`src/rtl/alu_seq_pkg.sv`:
```
// Shared types and defaults for the ALU operand sequencer.
package alu_seq_pkg;

  typedef enum logic [1:0] {
    LOAD_A = 2'b00,
    LOAD_B = 2'b01,
    EXEC   = 2'b10,
    SHOW   = 2'b11
  } seq_state_e;

  localparam int ALU_WIDTH    = 6;
  localparam int DEBOUNCE_DEF = 16;

  // Signed overflow of a WIDTH-bit add/subtract, judged from the operand/result sign bits.
  function automatic logic alu_ovf(input logic a_msb, input logic b_msb,
                                   input logic y_msb, input logic sub);
    return (sub ? (a_msb != b_msb) : (a_msb == b_msb)) && (y_msb != a_msb);
  endfunction

endpackage

```
`src/rtl/alu_op_sequencer_btn_conditioner.sv`:
```
// Load-button conditioner: 2-flop synchronizer, optional debouncer, rising-edge detector.
// Debouncer is built only when ALU_SEQ_DEBOUNCE_EN is defined.
module btn_conditioner
  import alu_seq_pkg::*;
#(
  parameter int DEBOUNCE_CYCLES = DEBOUNCE_DEF
) (
  input  logic clk,
  input  logic rst_n,
  input  logic btn,
  output logic press
);

  logic [1:0] sync;
  logic       lvl;
  logic       lvl_q;

  if (DEBOUNCE_CYCLES < 1) begin : g_bad_db
    $error("btn_conditioner: DEBOUNCE_CYCLES must be >= 1");
  end

  always_ff @(posedge clk) begin
    if (!rst_n) sync <= '0;
    else        sync <= {sync[0], btn};
  end

`ifdef ALU_SEQ_DEBOUNCE_EN
  localparam int CW = $clog2(DEBOUNCE_CYCLES + 1);
  logic          db;
  logic [CW-1:0] db_cnt;

  // Level flips only after DEBOUNCE_CYCLES consecutive disagreeing samples.
  always_ff @(posedge clk) begin
    if (!rst_n) begin
      db     <= 1'b0;
      db_cnt <= '0;
    end else if (sync[1] == db) begin
      db_cnt <= '0;
    end else if (db_cnt == CW'(DEBOUNCE_CYCLES - 1)) begin
      db     <= ~db;
      db_cnt <= '0;
    end else begin
      db_cnt <= db_cnt + CW'(1);
    end
  end

  assign lvl = db;
`else
  assign lvl = sync[1];
`endif

  always_ff @(posedge clk) begin
    if (!rst_n) lvl_q <= 1'b0;
    else        lvl_q <= lvl;
  end

  assign press = lvl & ~lvl_q;

endmodule

```
`src/rtl/alu_op_sequencer.sv`:
```
// Loads A, then B/SEL from switches, drives the external adder and latches Y/Cout + flags.
// Define ALU_SEQ_DEBOUNCE_EN to debounce the load button.
module alu_op_sequencer
  import alu_seq_pkg::*;
#(
  parameter int WIDTH           = ALU_WIDTH,
  parameter int EXEC_CYCLES     = 1,
  parameter int DEBOUNCE_CYCLES = DEBOUNCE_DEF
) (
  input  logic             clk,
  input  logic             rst_n,
  input  logic             btn_load,
  input  logic [WIDTH-1:0] sw_data,
  input  logic             sw_sel,
  output logic [WIDTH-1:0] op_a,
  output logic [WIDTH-1:0] op_b,
  output logic             op_sel,
  input  logic [WIDTH-1:0] alu_y,
  input  logic             alu_cout,
  output logic [WIDTH-1:0] result,
  output logic             flag_c,
  output logic             flag_v,
  output logic             flag_z,
  output logic             flag_n,
  output logic             result_valid,
  output logic [1:0]       state_o
);

  localparam int EW = $clog2(EXEC_CYCLES + 1);

  if (EXEC_CYCLES < 1) begin : g_bad_exec
    $error("alu_op_sequencer: EXEC_CYCLES must be >= 1");
  end

  seq_state_e    state, state_nx;
  logic [EW-1:0] cnt;
  logic          press;
  logic          ld_a, ld_b, cap, clr;

  btn_conditioner #(.DEBOUNCE_CYCLES(DEBOUNCE_CYCLES)) u_btn (
    .clk   (clk),
    .rst_n (rst_n),
    .btn   (btn_load),
    .press (press)
  );

  always_comb begin
    state_nx = state;
    ld_a     = 1'b0;
    ld_b     = 1'b0;
    cap      = 1'b0;
    clr      = 1'b0;
    case (state)
      LOAD_A: if (press) begin ld_a = 1'b1; state_nx = LOAD_B; end
      LOAD_B: if (press) begin ld_b = 1'b1; state_nx = EXEC;   end
      EXEC:   if (cnt == '0) begin cap = 1'b1; state_nx = SHOW; end
      SHOW:   if (press) begin clr = 1'b1; state_nx = LOAD_A; end
      default: state_nx = LOAD_A;
    endcase
  end

  // Counter starts at EXEC_CYCLES so the first EXEC cycle covers operand propagation
  // into the adder, followed by EXEC_CYCLES settle cycles before capture.
  always_ff @(posedge clk) begin
    if (!rst_n) begin
      state        <= LOAD_A;
      cnt          <= '0;
      op_a         <= '0;
      op_b         <= '0;
      op_sel       <= 1'b0;
      result       <= '0;
      flag_c       <= 1'b0;
      flag_v       <= 1'b0;
      flag_z       <= 1'b0;
      flag_n       <= 1'b0;
      result_valid <= 1'b0;
    end else begin
      state <= state_nx;
      if (ld_a) op_a <= sw_data;
      if (ld_b) begin
        op_b   <= sw_data;
        op_sel <= sw_sel;
        cnt    <= EW'(EXEC_CYCLES);
      end else if (state == EXEC && cnt != '0) begin
        cnt <= cnt - EW'(1);
      end
      if (cap) begin
        result       <= alu_y;
        flag_c       <= alu_cout;
        flag_v       <= alu_ovf(op_a[WIDTH-1], op_b[WIDTH-1], alu_y[WIDTH-1], op_sel);
        flag_z       <= ~|alu_y;
        flag_n       <= alu_y[WIDTH-1];
        result_valid <= 1'b1;
      end
      if (clr) result_valid <= 1'b0;
    end
  end

  assign state_o = state;

endmodule

```
`config.mk`:
```
export PLATFORM = sky130hd
export DESIGN_NAME = alu_op_sequencer
export DESIGN_NICKNAME = d
export VERILOG_FILES = /design/src/rtl/alu_seq_pkg.sv /design/src/rtl/alu_op_sequencer_btn_conditioner.sv /design/src/rtl/alu_op_sequencer.sv
export SDC_FILE = /design/constraint.sdc
export NUM_CORES = 1
export LEC_CHECK = 0
export CORE_ASPECT_RATIO = 1.25
export CORE_MARGIN = 2
export CORE_UTILIZATION = 44
export CTS_CLUSTER_DIAMETER = 60
export CTS_CLUSTER_SIZE = 40
export DETAILED_ROUTE_END_ITERATION = 8
export PLACE_DENSITY_LB_ADDON = 0.05
export RECOVER_POWER = 50
export SLEW_MARGIN = 20
export SYNTH_ARGS = -nofsm -noshare
export SYNTH_HDL_FRONTEND = slang
export SYNTH_HIERARCHICAL = 1
export SYNTH_SLANG_ARGS = --single-unit
```
`constraint.sdc`:
```
create_clock -name clk -period 1.78 [get_ports clk]
set_input_delay 0.356 -clock clk [delete_from_list [all_inputs] [get_ports clk]]
set_output_delay 0.356 -clock clk [all_outputs]
set_load 0.01 [all_outputs]
```
======== Word level (Yosys, flattened, before mapping) ========
Index checks and enable logic that the tools add are counted.
storage, ports and cells
  output and inout bits ................... 26
  logic and storage cells ................. 49
  bits in registers ....................... 30
operators by class
  eq/ne operators ......................... 10
  bitwise gates (word level) .............. 3
  mux-type cells .......................... 14
  add/subtract/negate cells ............... 1
  reduce and logical (&&, ||, !) cells .... 8
operators with widths
  kind                 count
  $mux 1               9
  $mux 2               4
  $ne 2x2->1 const B   4
  $pmux 2 s4           1
  $reduce_or 6->1      1
  $eq 2x2->1 const B   2
  $reduce_and 4->1     1
  $eq 2x1->1 const B   1
  $logic_and 1x1->1    2
  $logic_not 2->1      1
  $ne 1x1->1           2
  $not 1->1            2
  $reduce_bool 2->1    1
  $reduce_or 2->1      1
  $and 1x1->1          1
  $eq 1x1->1           1
  $logic_not 1->1      1
  $sub 1x1->1 const B  1

======== Depth between registers and ports, before layout ========
  depth after elaboration ................. 5
  mapped depth ............................ 6

======== By module ========
The synthesis kept the hierarchy.
by module, submodules not included
  module            times used  cells an instance  sequential area each (um^2)  area each (um^2)
  alu_op_sequencer  1           129                520.5                        1147.4
  btn_conditioner   1           7                  60.1                         92.6

======== Worst setup path before layout ========
Ideal clock, no wire load.
  path kind ............................... reg-to-reg
  from .................................... register state[0], in the netlist state_o[0]
  to ...................................... register state[1], in the netlist state_o[1]
  path slack .............................. 372 ps
  arrival ................................. 1337 ps
  stages on the path, launching flop included .. 7
  path buffers ............................ 1
  cells stage by stage .................... dfxtp_1 -> inv_1 -> ha_1 -> buf_6 -> nor3_4 -> a2bb2oi_2 -> mux2i_1
between the ends
  longest elaborated chain between the ends .. 3
  elaborated cells between the ends (all ways) .. 10
  classes of those cells .................. 7 x eq/ne; 1 x mux; 2 x reduce/logical
ends and longest elaborated chain
  what                                RTL line                text
  start, declared                     alu_op_sequencer.sv:35  seq_state_e state, state_nx;
  start signal, assigned              alu_op_sequencer.sv:78  state <= state_nx;
  $eq 2x1->1 (tied with other cells)  alu_op_sequencer.sv:53  case (state)
  $ne 2x2->1 (no line)                -
  $reduce_and 4->1 (no line)          -
Several ways; a longest one is shown, not always the timed one.
A chain may end at the register's enable or synchronous reset.

======== Worst setup path in the final report ========
  from .................................... register state[1], in the netlist state_o[1]
  to ...................................... output state_o[1]
RTL lines
  what           RTL line                text
  end, declared  alu_op_sequencer.sv:26  output logic [1:0] state_o
No word-level cell between the ends.

==> impl_metrics.json <==
{
  "status": "completed",
  "dp_slack_ns": 0.335,
  "clock_tree.buffer_depth": 2,
  "die_x_um": 51.5,
  "antenna_violations_before_repair": 0,
  "syn_area_per_cell_um2": 9.12,
  "worst_path_largest_cell_delay_ns": 0.58,
  "start_util_pct": 46.3,
  "overall_die_area_um2": 3260,
  "num_vias": 1045,
  "totalWireLength_um": 2590,
  "drt_iter0_markers": 14,
  "actual_slew_at_the_worst_max_slew_pin_ns": 0.486,
  "arrival_ns": 1.31,
  "floorplan.rows": 21,
  "clock_root_buffer_master": "clkbuf_4",
  "worstSetupStartpointType": "flip-flop",
  "cts.clk_slew.worst_paths_ns": 0.08,
  "core_area_um2": 2680,
  "grt_first_pass_wirelength_um": 4370,
  "hold_buffers": 0,
  "hold_viol": 0,
  "clock_sinks": 29,
  "postSynthCellCount": 136,
  "critical_path_peak_fanout": 5,
  "crit_path_cell_trace": "clkdlybuf4s50_1",
  "placed_cells": 205,
  "number_of_global_route_vias_before_repair": 1001,
  "yosysUniqueCellTypes": 26,
  "area_delta_synth_final_pct": 37.6,
  "htreeDepth": 2,
  "postRouteAntennaNets": 0,
  "drt-pass1-iter-count": 4,
  "port-buffer-count": 42,
  "min_period_ns": 1.67,
  "post_route_cells_drive_above_1_share_pct": 6.70,
  "diodes_inserted": 0,
  "grt_start_max_net_pins": 31,
  "setup_viol": 0,
  "top_level_ports": 43,
  "synth_mux_area_share_pct": 1.61,
  "yosys.area_share.adder_pct": 4.04,
  "half_perimeter_wire_length_of_the_detailed_placement_result_um": 1850,
  "synth_warnings": 6,
  "yosys.area_share.simple_pct": 23.9,
  "die-height_um": 63.4,
  "timing.critical_path.buf_inv": 1,
  "power_leakage_nw": 0.616,
  "cap_viol_max_count": 0,
  "synthXorXnorAreaFrac_pct": 0.706,
  "finalWeightedCongestion": 0.721,
  "hold_path.class": "flip-flop to flip-flop",
  "worst_path_max_delay_cell": "clkdlybuf4s50_1",
  "tritoncts_clock_tree": "built",
  "synth.ff_latch_count": 29,
  "design.final.nets": 199,
  "worst_hold_slack_ns": 0.441,
  "utilization_pct": 63.7,
  "synth_fp_nets": 157,
  "synth_seq_area_share_pct": 46.8,
  "fin_crit_sh_pct": 93.8,
  "vias_per_cell": 4.91,
  "grt.overflow.total": 0,
  "vdd_ir_drop_max_uv": 556,
  "post-route-drc-count": 0,
  "setup_ws_ns": 0.110,
  "filler_cell_count": 261,
  "worst_skew_pair.late_latency_ns": 0.32,
  "timing_max_transition_violations_final": 0,
  "numCtsBuffers": 5,
  "final_instance_count_excl_fillers": 213,
  "setup_tns_ns": 0,
  "gr-usage-all-layers_pct": 18.0,
  "fmaxAchievable_ghz": 0.599,
  "cts_setup_buffers": 0,
  "worst_clock_skew_ns": 0.00325,
  "post_cts_resize_count": 0,
  "synth_top_family_by_area": "simple AND/OR/NAND/NOR gates",
  "cp-end-kind": "primary output",
  "power.density_cell_area_nw_per_um2": 999,
  "synth_compound_area_share_pct": 17.4,
  "netlist_area_um2": 1240,
  "rsz_0062_raised_after_global_routing": "false",
  "critical-path-top-delay-family": "buffers and inverters",
  "maxSlewHeadroom_pct": 67.6,
  "path_class": "flip-flop to primary output",
  "worst-endpoint-required_ns": 1.42,
  "route.detailed.wl_per_inst_um": 12.2
}
## Yosys cell counts, drive strengths merged
| cell | instances | area share [%] |
|---|---|---|
| dfxtp | 29 | 47 |
| a2bb2oi | 1 | 1.2 |
| ha | 4 | 4.0 |
| and2 | 3 | 1.5 |
| nor2b | 4 | 2.8 |
| nor3 | 1 | 1.3 |
| o21ai | 2 | 0.81 |
| nand3 | 14 | 5.7 |
| buf | 9 | 4.9 |
| xnor2 | 1 | 0.71 |
| a21boi | 22 | 13 |
| nand2b | 2 | 1.0 |
| nor4 | 1 | 0.50 |
| o211a | 2 | 1.6 |
| a21oi | 1 | 0.40 |
| mux2i | 2 | 1.6 |
| nor2 | 3 | 0.91 |
| inv | 2 | 0.61 |
| nand2 | 33 | 10 |
## metrics by stage
stage | power (mW) | instance area [µm²]
floorplan | 1.13 | 1240
global placement | 1.32 | 1660
detailed placement | 1.33 | 1660
CTS | 1.78 | 1730
global route | 1.82 | 1710
finish | 1.70 | 1710
## layout by cell type, fill, tap and decap left out, types with 3 or more instances in the layout
cell / count
clkdlybuf4s50_1: 42
nand2_1: 33
dfxtp_1: 29
a21boi_0: 20
nand3_1: 14
clkbuf_4: 5
ha_1: 4
nor2_1: 3
## logic make-up (layout without fill, tap and decap cells)
| group | after synthesis | after routing |
|---|---|---|
| xor+xnor | 1 | 1 |
| compound gates | 28 | 28 |
| buf+inv | 11 | 54 |
| fa+ha+maj | 4 | 4 |
| simple gates | 61 | 61 |
| flops | 29 | 29 |
| mux | 2 | 2 |
## per-layer routing
| layer | up-vias | wire length (µm) | GRT usage (%) | part of all wire (%) |
|---|---|---|---|---|
| met2 | 38 | 1260 | 29.2 | 49 |
| li1 | 538 | - | - | - |
| met3 | 4 | 196 | 8.06 | 7.6 |
| met1 | 465 | 1100 | 19.7 | 42 |
| met4 | 0 | 37 | 8.22 | 1.4 |
| met5 | - | 0 | 0 | 0 |
## flip-flops by register name (all words and copies together) (netlist names)
name	cells
op_a	6
op_b	6
result	6
state_o	2
u_btn/sync	2
cnt	1
flag_c	1
flag_v	1
flag_z	1
op_sel	1
result_valid	1
u_btn/lvl_q	1
## where the power goes
group          total [mW]  internal (mW)  leakage (nW)  switching [mW]
sequential          0.755          0.709         0.235          0.0457
combinational       0.506          0.248         0.340           0.259
clock               0.443          0.229        0.0413           0.215
## area by class of cell
class	count	area, µm²	share of cell area [%]
clock inverters	1	5.00	0.293
well taps	34	42.5	2.49
repair buffers	44	429	25.1
flip-flops and latches	29	581	34.0
inverters	2	7.51	0.440
multi-input cells	96	577	33.8
clock buffers	7	65.1	3.81
## path summary, 6_finish.rpt
kind                                      end          start  slack [ns]  cells after the start
worst max-delay path               state_o[1]     state_o[1]        0.11                      1
worst min-delay path            u_btn/sync[1]  u_btn/sync[0]        0.44                      1
worst max register to register        op_a[2]     state_o[0]        0.27                      6
worst min register to register  u_btn/sync[1]  u_btn/sync[0]        0.44                      1
Note: power is estimated with default switching activity, not from simulation.
